$ cat src/rtl/elevator_ctrl_nfloor.sv
// elevator_ctrl_nfloor
// Single-cab controller for NB_FLOORS floors. Calls are latched into a pending
// vector and served in SCAN (collective) order: the cab keeps its direction
// while requests remain ahead of it and reverses only from IDLE. Door opening
// and inter-floor travel are timed with down-counters. The FSM state is
// exported on state_o (IDLE=0, OPEN=1, MOVE=2) so property checkers can bind
// to it. Calls are plain level inputs sampled on every rising edge; there is
// no handshake, a call is simply held in pending_o until the door opens at
// that floor.
module elevator_ctrl_nfloor #(
    parameter int NB_FLOORS     = 4,
    parameter int DOOR_CYCLES   = 10,
    parameter int TRAVEL_CYCLES = 4
) (
    input  logic                         clk_i,
    input  logic                         rst_i,
    input  logic [NB_FLOORS-1:0]         call_i,
    output logic [NB_FLOORS-1:0]         floor_o,
    output logic [$clog2(NB_FLOORS)-1:0] pos_o,
    output logic                         open_o,
    output logic                         moving_o,
    output logic                         dir_up_o,
    output logic [NB_FLOORS-1:0]         pending_o,
    output logic [1:0]                   state_o
);

    localparam int PW = $clog2(NB_FLOORS);
    localparam int DW = $clog2(DOOR_CYCLES + 1);
    localparam int TW = $clog2(TRAVEL_CYCLES + 1);

    localparam logic [NB_FLOORS-1:0] ONE         = NB_FLOORS'(1);
    localparam logic [PW-1:0]        POS_TOP     = PW'(NB_FLOORS - 1);
    // Counters are loaded with N-1 so the entry edge counts as the first cycle.
    localparam logic [DW-1:0]        DOOR_LOAD   = DW'(DOOR_CYCLES - 1);
    localparam logic [TW-1:0]        TRAVEL_LOAD = TW'(TRAVEL_CYCLES - 1);

    typedef enum logic [1:0] {
        ST_IDLE = 2'd0,
        ST_OPEN = 2'd1,
        ST_MOVE = 2'd2
    } state_t;

    state_t               r_state;
    logic [PW-1:0]        r_pos;
    logic                 r_dir_up;
    logic [NB_FLOORS-1:0] r_pending;
    logic [DW-1:0]        r_door_cnt;
    logic [TW-1:0]        r_travel_cnt;

    state_t               w_state_nxt;
    logic [PW-1:0]        w_pos_nxt;
    logic                 w_dir_nxt;
    logic [NB_FLOORS-1:0] w_pending_nxt;
    logic [DW-1:0]        w_door_nxt;
    logic [TW-1:0]        w_travel_nxt;

    logic [NB_FLOORS-1:0] w_req;
    logic [NB_FLOORS-1:0] w_clear;
    logic [NB_FLOORS-1:0] w_pos_oh;
    logic [PW-1:0]        w_seg_pos;
    logic [NB_FLOORS-1:0] w_seg_oh;
    logic [NB_FLOORS-1:0] w_above_pos;
    logic [NB_FLOORS-1:0] w_below_pos;
    logic [NB_FLOORS-1:0] w_above_seg;
    logic [NB_FLOORS-1:0] w_below_seg;
    logic                 w_ahead_pos;
    logic                 w_behind_pos;
    logic                 w_ahead_seg;

    // Floor decoding: current floor, floor reached at the end of the
    // current segment (clamped to the shaft), and above/below masks for both.
    always_comb begin
        w_pos_oh  = ONE << r_pos;
        w_seg_pos = r_pos;
        if (r_dir_up && (r_pos != POS_TOP)) begin
            w_seg_pos = r_pos + PW'(1);
        end else if (!r_dir_up && (r_pos != '0)) begin
            w_seg_pos = r_pos - PW'(1);
        end
        w_seg_oh    = ONE << w_seg_pos;
        w_above_pos = '0;
        w_below_pos = '0;
        w_above_seg = '0;
        w_below_seg = '0;
        for (int k = 0; k < NB_FLOORS; k++) begin
            w_above_pos[k] = (k > int'(r_pos));
            w_below_pos[k] = (k < int'(r_pos));
            w_above_seg[k] = (k > int'(w_seg_pos));
            w_below_seg[k] = (k < int'(w_seg_pos));
        end
    end

    // Request summary: a same-edge call counts as much as a latched one.
    always_comb begin
        w_req        = r_pending | call_i;
        w_ahead_pos  = r_dir_up ? |(w_req & w_above_pos) : |(w_req & w_below_pos);
        w_behind_pos = r_dir_up ? |(w_req & w_below_pos) : |(w_req & w_above_pos);
        w_ahead_seg  = r_dir_up ? |(w_req & w_above_seg) : |(w_req & w_below_seg);
    end

    // Next-state logic: SCAN scheduling, door timer and travel timer.
    always_comb begin
        w_state_nxt  = r_state;
        w_pos_nxt    = r_pos;
        w_dir_nxt    = r_dir_up;
        w_door_nxt   = r_door_cnt;
        w_travel_nxt = r_travel_cnt;
        w_clear      = '0;
        case (r_state)
            ST_IDLE: begin
                if (|(w_req & w_pos_oh)) begin
                    w_state_nxt = ST_OPEN;
                    w_door_nxt  = DOOR_LOAD;
                    w_clear     = w_pos_oh;
                end else if (w_ahead_pos) begin
                    w_state_nxt  = ST_MOVE;
                    w_travel_nxt = TRAVEL_LOAD;
                end else if (w_behind_pos) begin
                    // Reversal happens only here, on the same edge as departure.
                    w_dir_nxt    = ~r_dir_up;
                    w_state_nxt  = ST_MOVE;
                    w_travel_nxt = TRAVEL_LOAD;
                end
            end
            ST_OPEN: begin
                // A call at the open floor is absorbed: it only holds the door.
                w_clear = w_pos_oh;
                if (|(call_i & w_pos_oh)) begin
                    w_door_nxt = DOOR_LOAD;
                end else if (r_door_cnt == '0) begin
                    w_state_nxt = ST_IDLE;
                end else begin
                    w_door_nxt = r_door_cnt - DW'(1);
                end
            end
            ST_MOVE: begin
                if (r_travel_cnt == '0) begin
                    w_pos_nxt = w_seg_pos;
                    if (|(w_req & w_seg_oh)) begin
                        w_state_nxt = ST_OPEN;
                        w_door_nxt  = DOOR_LOAD;
                        w_clear     = w_seg_oh;
                    end else if (w_ahead_seg) begin
                        w_travel_nxt = TRAVEL_LOAD;
                    end else begin
                        w_state_nxt = ST_IDLE;
                    end
                end else begin
                    w_travel_nxt = r_travel_cnt - TW'(1);
                end
            end
            default: begin
                w_state_nxt = ST_IDLE;
            end
        endcase
        w_pending_nxt = w_req & ~w_clear;
    end

    // State register; reset returns the cab to floor 0 wherever it was.
    always_ff @(posedge clk_i) begin
        if (rst_i) begin
            r_state      <= ST_IDLE;
            r_pos        <= '0;
            r_dir_up     <= 1'b1;
            r_pending    <= '0;
            r_door_cnt   <= '0;
            r_travel_cnt <= '0;
        end else begin
            r_state      <= w_state_nxt;
            r_pos        <= w_pos_nxt;
            r_dir_up     <= w_dir_nxt;
            r_pending    <= w_pending_nxt;
            r_door_cnt   <= w_door_nxt;
            r_travel_cnt <= w_travel_nxt;
        end
    end

    assign floor_o   = (r_state == ST_MOVE) ? '0 : w_pos_oh;
    assign pos_o     = r_pos;
    assign open_o    = (r_state == ST_OPEN);
    assign moving_o  = (r_state == ST_MOVE);
    assign dir_up_o  = r_dir_up;
    assign pending_o = r_pending;
    assign state_o   = r_state;

endmodule

$ cat config.mk
export PLATFORM = sky130hd
export DESIGN_NAME = elevator_ctrl_nfloor
export DESIGN_NICKNAME = d
export VERILOG_FILES = /design/src/rtl/elevator_ctrl_nfloor.sv
export SDC_FILE = /design/constraint.sdc
export NUM_CORES = 1
export LEC_CHECK = 0
export ABC_AREA = 0
export CAP_MARGIN = 20
export CORE_MARGIN = 2
export CORE_UTILIZATION = 25
export CTS_CLUSTER_DIAMETER = 120
export CTS_CLUSTER_SIZE = 10
export DETAILED_ROUTE_END_ITERATION = 10
export PLACE_DENSITY = 0.41
export SKIP_LAST_GASP = 1
export SLEW_MARGIN = 30
export SYNTH_ARGS = -nofsm -noshare
export SYNTH_HDL_FRONTEND = slang
export SYNTH_SLANG_ARGS = --single-unit
$ cat constraint.sdc
create_clock -name clk_i -period 4 [get_ports clk_i]
set_input_delay 0.8 -clock clk_i [delete_from_list [all_inputs] [get_ports clk_i]]
set_output_delay 0.8 -clock clk_i [all_outputs]
set_load 0.1 [all_outputs]
Word level (Yosys, flattened, before mapping) --
Index checks and enable logic that the tools add are counted. W data, S select, Z words.
Operators by class: reductions and logical operators 21, bitwise gates (word level) 13, $add $sub $neg 4, shift-type cells 2, mux-type cells 32, order comparisons 12, equality and inequality tests 15
Operators with widths (count):
- $mux W4 | 9
- $reduce_or A4 Y1 | 7
- $and A4 B4 Y4 | 6
- $pmux W4 S3 | 2
- $mux W2 | 10
- $mux W3 | 6
- $reduce_and A5 Y1 | 3
- $ne A3 B3 Y1 const B | 4
- $and A4 B3 Y4 | 2
- $gt A2 B2 Y1 const A | 4
- $lt A1 B2 Y1 const A | 4
- $ne A2 B2 Y1 const B | 4
- $shl A1 B2 Y4 const A | 2
- $ne A2 B1 Y1 const B | 3
- $pmux W2 S3 | 1
- $pmux W3 S2 | 1
- $gt A1 B2 Y1 const A | 2
- $logic_not A4 Y1 | 1
- $lt A2 B2 Y1 const A | 2
- $ne A4 B4 Y1 const B | 1
- $not A4 Y4 | 1
- $or A4 B4 Y4 | 1
- $reduce_and A4 Y1 | 1
- $reduce_bool A2 Y1 | 2
- other kinds (15) | 20
Storage, ports and cells: register bits after elaboration 16, output and inout port bits 15, word-level logic and storage cells 105, input bits 6

Logic depth before layout (Yosys ltp) --
Gate-level depths: netlist of run 1.
depth after elaboration 12, gate-level depth with buffers 7, mapped depth without buffers 7

Least setup slack after synthesis of run 1 --
Ideal clock, no wire load.
kind reg-to-reg, start register r_pos[0], in the netlist pos_o[0], end register r_door_cnt[0], data arrival time 3.223 ns, path slack 0.690 ns, path buffers 0, data required time 3.914 ns, period minus slack after synthesis 3.310 ns, setup time 0.086 ns, stages on the path, launching flop included 7, cells stage by stage dfxtp_1 inv_1 ha_1 a21oi_2 mux4_2 a211o_1 a221oi_2
On the way: longest elaborated chain between the ends 9, elaborated cells on any way between the ends 22, those cells by class add/sub (2); eq/ne (4); shift (2); mux (4); bitwise (3); reduce/logical (7)
RTL lines:
- from (decl) | line 44 | logic [PW-1:0] r_pos;
- from (signal assigned) | line 170 | r_pos <= w_pos_nxt;
- branches (longest 9 deep; another with $sub A2 B1 Y2)
- to (signal assigned) | line 173 | r_door_cnt <= w_door_nxt;
- to (decl) | line 47 | logic [DW-1:0] r_door_cnt;
Several ways; the timed one is not identified. A chain may end at the register's enable or synchronous reset.

Final worst setup path of run 1 --
start register r_dir_up, in the netlist dir_up_o, end output port dir_up_o
RTL lines:
- from (decl) | line 45 | logic r_dir_up;
- from (signal assigned) | line 171 | r_dir_up <= w_dir_nxt;
- to (decl) | line 22 | output logic dir_up_o,
No word-level cell between the ends.

==> results of run 1 <==
-- how the worst max path moves through the flow --
| stage | start | endpoint | slack (ps) | cells after the start |
|---|---|---|---|---|
| finish | dir_up_o | dir_up_o | 1100 | 1 |
| CTS | dir_up_o | dir_up_o | 1090 | 1 |
| global route | pos_o[0] | pending_o[0] | 920 | 6 |
| global placement | call_i[2] | r_travel_cnt[2] | 1060 | 6 |
| detailed placement | call_i[2] | r_travel_cnt[2] | 1020 | 6 |
| floorplan | pos_o[0] | r_door_cnt[0] | 690 | 6 |
-- cells by family after synthesis --
family	count (synthesis)
AND/OR/NAND/NOR	49
AO/OA/AOI/OAI	48
buffers and inverters	17
flip-flops	16
adder cells (fa/ha/maj)	9
multiplexers	4
XOR/XNOR	2
-- metrics by stage --
step                      util (%)  setup slack (ps)  hold slack (ps)
after global placement       31.05              1055            500.2
after detailed placement     31.05              1016            503.6
final                        32.21              1095            512.6
after CTS                    32.21              1086            514.5
after global routing         32.21             916.1            555.9
after floorplan                  -             690.4            475.7
-- flip-flops by register name, summed over array words and instances, names as in the netlist --
name          cells
pending_o         4
r_door_cnt        4
r_travel_cnt      3
pos_o             2
state_o           2
dir_up_o          1
-- cell usage after synthesis (all sizes together) (2+ instances only) --
cell     count
ha           9
nor3         4
a311oi       2
inv         11
xnor2        2
a2111oi      3
nand3        2
o21ai        9
clkbuf       4
nor4b        3
a211oi       2
nand2        6
nand2b       5
nor3b        2
o21bai       2
and2         4
a21o         2
o311a        2
nor2        17
buf          2
a31oi        4
o311ai       2
dfxtp       16
a311o        2
mux2i        3
a21oi        7
a22o         2
-- per-layer routing --
metal | up-vias | share of wire [%] | global-route usage, % | wire, µm
met4 | 0 | 0.68 | 2.424 | 23
met3 | 2 | 4.9 | 3.523 | 168
li1 | 588 | - | - | -
met2 | 32 | 44 | 19.64 | 1490
met1 | 576 | 50 | 18.46 | 1714
met5 | - | 0 | 0 | 0
-- area by class of cell --
cell class                      instances  area share [%]
Clock buffer                            4           3.618
Timing Repair Buffer                   20           12.34
Tap cell                               67           5.510
Sequential cell                        16           21.05
Inverter                               11           2.714
Multi-Input combinational cell        112           54.77
==> impl_metrics.csv, run 1 <==
group,metric,value,unit
die,die_y,74.04,µm
layout,multi_input_comb_area,833.3,µm²
synthesis,synth.cell_area,1226,µm²
synthesis,synth_cells,145,
critical_path,slowest_delay,1230,ps
timing,max_slew.worst_pin.slew,974.6,ps
critical_path,reg2reg_depth,6,
grt,grt_util_all_layers,12.93,%
flow_run,drv_cap,0,
timing,period_share,72.62,%
route,wl_per_cell,14.77,µm
die,start_util,25.96,%
critical_path,crit_slowest_cell,"clkdlybuf4s50_1",
synthesis,ys_warn_count,0,
placement,portBuffers,20,
layout,area_growth,24.08,%
route,postRouteAntennaNets,0,
clock_tree,postCtsSetupRepairBufs,0,
critical_path,r2r_end,"pending_o[0]",
layout,layout_common_cells,"nor2_1, dfxtp_1, clkdlybuf4s50_1",
grt,grt_pass1_vias,1096,
synthesis,yosysTopAreaCellShare,26.12,%
critical_path,cp_max_fo,10,
timing,hold_viol,0,
placement,gp_congestion,0.8148,
layout,final_common_cell,"nor2_1",
timing,fin_crit,2905,ps
timing,rsz0062_at_grt,"no",
layout,fin_cells,230,
grt,overflow,0,
route,drt-initial-drc-count,87,
synthesis,synth.top_cells.by_area,"dfxtp_1, ha_1, nor2_1, inv_1, o21ai_0",
critical_path,crit_path_end_kind,"primary output",
clock_tree,cts_resized,0,
critical_path,rr_startpoint,"pos_o[0]",
hold_path,min_from,"r_door_cnt[1]",
critical_path,required,3200,ps
synthesis,synth_top_family_by_area,"compound AO/OA/AOI/OAI gates",
clock_tree,clk_latency,260,ps
layout,postLayoutCellArea,1521,µm²
synthesis,synth_area_per_cell,8.456,µm²
grt,grt_max_degree,18,
timing,setup_tns,0,ps
critical_path,critPathTopFamily,"buffers and inverters",
synthesis,muxShareOfSynthArea,5.306,%
status,status,"complete, no violations",
synthesis,synthAdderAreaFrac,9.184,%
synthesis,ys.flop_type,"dfxtp_1",
hold_path,min_path_type,"flop to flop",
route,drc_errors,0,
route,num_vias,1198,
clock_tree,cts_sinks,16,
grt,antenna_found_initial,0,
clock_tree,path_clk_slew,70,ps
clock_tree,cts_tree,"built",
clock_tree,cts_buffers,3,
synthesis,yosysSeqAreaShare,26.12,%
route,drt-total-wl,3397,µm
clock_tree,hold_buffers,0,
hold_path,worstHoldEndpoint,"r_door_cnt[1]",
critical_path,path_cells,"clkdlybuf4s50_1",
synthesis,synth_nets,160,
timing,max_freq,0.3443,GHz
layout,drive_gt1_share,11.04,%
synthesis,yosys.area_share.simple,21.33,%
die,placementRows,25,
synthesis,synth_compound_area_share,30.10,%
timing,slew_viol_final,0,
clock_tree,htreeDepth,1,
synthesis,synth_seq_cells,16,
clock_tree,cts-root-buf,"clkbuf_8",
layout,fillerInstances,495,
die,io_pins,21,
timing,setup_viol,0,
die,dieArea,5481,µm²
route,dr.pass1.iters,5,
synthesis,synth_top_area_cell,"dfxtp_1",
critical_path,path_buf_inv,1,
die,die_x,74.04,µm
clock_tree,clockBufferDepth,2,
hold_path,hold_path_depth,2,
placement,dpl.hpwl,2568,µm
synthesis,ys_types,51,
critical_path,start_kind,"flop",
synthesis,synthArstFlopShare,0,%
critical_path,reg2reg_slack,1130,ps
die,core,4723,µm²
timing,slew_headroom,34.82,%
synthesis,synth_xor_area_share,2.041,%
layout,fin_nets,179,
placement,dpl-instance-area,1466,µm²
synthesis,synth_edf_count,0,
timing,fin_skew,6.961,ps
layout,insertedDiodeCount,0,
placement,dp_cells,226,
critical_path,cp.arrival,2100,ps
route,avgViaCountPerCell,5.209,
critical_path,crit_type,"flop to primary output",
grt,grt_pass1_wl,5423,µm
layout,seq_area,320.3,µm²
Power of run 1 is left out: the tool's default activity adds up to more than one toggle a clock period on the data nets, which glitch-free logic cannot reach.
==> inputs of run 2 (changes only) <==
--- a/config.mk
+++ b/config.mk
@@ -12,7 +12,7 @@
 export CTS_CLUSTER_DIAMETER = 120
 export CTS_CLUSTER_SIZE = 10
 export DETAILED_ROUTE_END_ITERATION = 10
-export PLACE_DENSITY = 0.41
+export PLACE_DENSITY = 0.42
 export SKIP_LAST_GASP = 1
 export SLEW_MARGIN = 30
 export SYNTH_ARGS = -nofsm -noshare
==> constraint.sdc (replaced) <==
create_clock -name clk_i -period 2.6 [get_ports clk_i]
set_input_delay 0.52 -clock clk_i [delete_from_list [all_inputs] [get_ports clk_i]]
set_output_delay 0.52 -clock clk_i [all_outputs]
set_load 0.1 [all_outputs]
==> run 2 against run 1 <==
Effect of this change:
- register-to-register slack worse by 990 ps
- design area increased by 5.3%
- clock skew down 2.9 ps
- worst hold slack worse by 1.6 ps
- critical path depth is 5 higher
==> impl_metrics.csv, run 2 (synthesis results as in run 1) <==
group,metric,value,unit
clock_tree,cts_tree,"built",
pwr,power_frac_clock,9.2,%
layout,fin_cells,239,
die,io_pins,21,
layout,insertedDiodeCount,0,
placement,place_ws,88.43,ps
clock_tree,hold_buffers,0,
clock_tree,postCtsSetupRepairBufs,0,
timing,timing.hold.ws,510.9,ps
timing,layout_setup_ws,144.6,ps
hold_path,min_from,"r_door_cnt[1]",
route,avgViaCountPerCell,5.180,
timing,fin_skew,4.032,ps
clock_tree,path_clk_slew,70,ps
route,drc_errors,0,
clock_tree,cts_buffers,3,
pwr,swShare,56.62,%
clock_tree,cts-root-buf,"clkbuf_8",
grt,antenna_found_initial,0,
clock_tree,clockBufferDepth,2,
critical_path,crit_type,"flop to flop",
timing,rsz0062_at_grt,"no",
pwr,internal_power,0.0009712,W
route,dr.pass1.iters,4,
pwr,leakagePower,0.6513,nW
layout,final_common_cell,"buf_4",
status,status,"complete, no violations",
placement,gp_congestion,0.8796,
route,num_vias,1238,
critical_path,crit_start,"pos_o[0]",
timing,period_share,94.44,%
layout,fillerInstances,488,
timing,hold_viol,0,
route,wl_per_cell,14.82,µm
pwr,power_frac_comb,71.4,%
critical_path,crit_path_end_kind,"flop",
clock_tree,cts_sinks,16,
grt,grt_max_degree,18,
critical_path,cp_max_fo,10,
timing,max_freq,0.4073,GHz
layout,layout_common_cells,"buf_4, nor2_1, dfxtp_1",
die,die_x,74.04,µm
route,drt-total-wl,3542,µm
clock_tree,htreeDepth,1,
flow_run,drv_cap,0,
route,postRouteAntennaNets,0,
layout,area_growth,30.61,%
critical_path,start_kind,"flop",
critical_path,rr_startpoint,"pos_o[0]",
clock_tree,clk_latency,250,ps
die,core,4723,µm²
timing,fin_crit,2455,ps
die,placementRows,25,
pwr,p_per_area,1398,nW/µm²
placement,portBuffers,20,
critical_path,required,2770,ps
die,start_util,25.96,%
hold_path,min_path_type,"flop to flop",
layout,fin_nets,188,
layout,drive_gt1_share,23.84,%
grt,grt_pass1_wl,5775,µm
placement,dpl.hpwl,2684,µm
pwr,seqPwrFrac,19.4,%
timing,slew_headroom,56.27,%
timing,max_slew.worst_pin.slew,639.5,ps
timing,setup_viol,0,
grt,overflow,0,
clock_tree,cts_resized,0,
route,drt-initial-drc-count,84,
pwr,irDropWorstVdd,0.5511,mV
grt,grt_pass1_vias,1166,
timing,slew_viol_final,0,
placement,dp_cells,235,
pwr,switchingPower,0.001268,W
grt,grt_util_all_layers,13.84,%
die,dieArea,5481,µm²
pwr,power,0.002239,W
critical_path,cp.arrival,2620,ps
die,die_y,74.04,µm
## run 2: cell count changes in the layout (fill, tap and decap cells not counted), sizes merged
cell,before,now
buf,5,24
clkdlybuf4s50,15,5
## run 2: power by group through the flow
stage               Sequential (W)  Combinational [W]  Clock (W)
floorplan                 0.000671           0.000922          0
global placement          0.000439            0.00160          0
detailed placement        0.000440            0.00159          0
CTS                       0.000435            0.00160   0.000219
global route              0.000452            0.00170   0.000223
finish                    0.000433            0.00160   0.000206
## run 2: critical path, cell delays in order, from the launching register on
cell	delay, ps
dfxtp_4	420
inv_1	140
ha_1	370
a21oi_2	200
mux4_2	610
a211o_1	360
a221oi_2	270
## run 2: worst paths after layout
path	to	slack (ps)	cells after the start
setup / recovery	r_door_cnt[0]	140	6
hold reg to reg	r_door_cnt[1]	510	2
hold / removal	r_door_cnt[1]	510	2
setup reg to reg	r_door_cnt[0]	140	6
## run 2: layout make-up
class	count	area, µm²	area share (%)
clock buffer	4	45.04	2.812
multi-input combinational	112	835.8	52.19
inverter	11	41.29	2.578
tap	67	83.83	5.234
sequential	16	327.8	20.47
timing repair buffer	29	267.8	16.72
## run 2: per-layer routing
metal	wire length (µm)	track usage (%)	part of all wire (%)
met1	1662	18.92	47
met3	247	3.252	7.0
met5	0	0	0
met2	1597	21.63	45
met4	35	4.242	0.99
## run 2: through the flow
stage | area (µm²) | setup TNS [ps] | utilization (%)
2_1_floorplan | 1236 | -104.9 | -
3_3_place_gp | 1556 | 0 | 32.95
3_5_place_dp | 1556 | 0 | 32.95
4_1_cts | 1602 | 0 | 33.91
5_1_grt | 1602 | 0 | 33.91
6_report | 1602 | 0 | 33.91
Note: power is estimated with default switching activity, not from simulation.
==> inputs of run 3 (changes only) <==
--- a/config.mk
+++ b/config.mk
@@ -6,7 +6,7 @@
 export NUM_CORES = 1
 export LEC_CHECK = 0
 export ABC_AREA = 0
-export CAP_MARGIN = 20
+export CAP_MARGIN = 40
 export CORE_MARGIN = 2
 export CORE_UTILIZATION = 25
 export CTS_CLUSTER_DIAMETER = 120
==> results of run 3 <==
Final layout, timing and power as in run 2 (identical DEF).
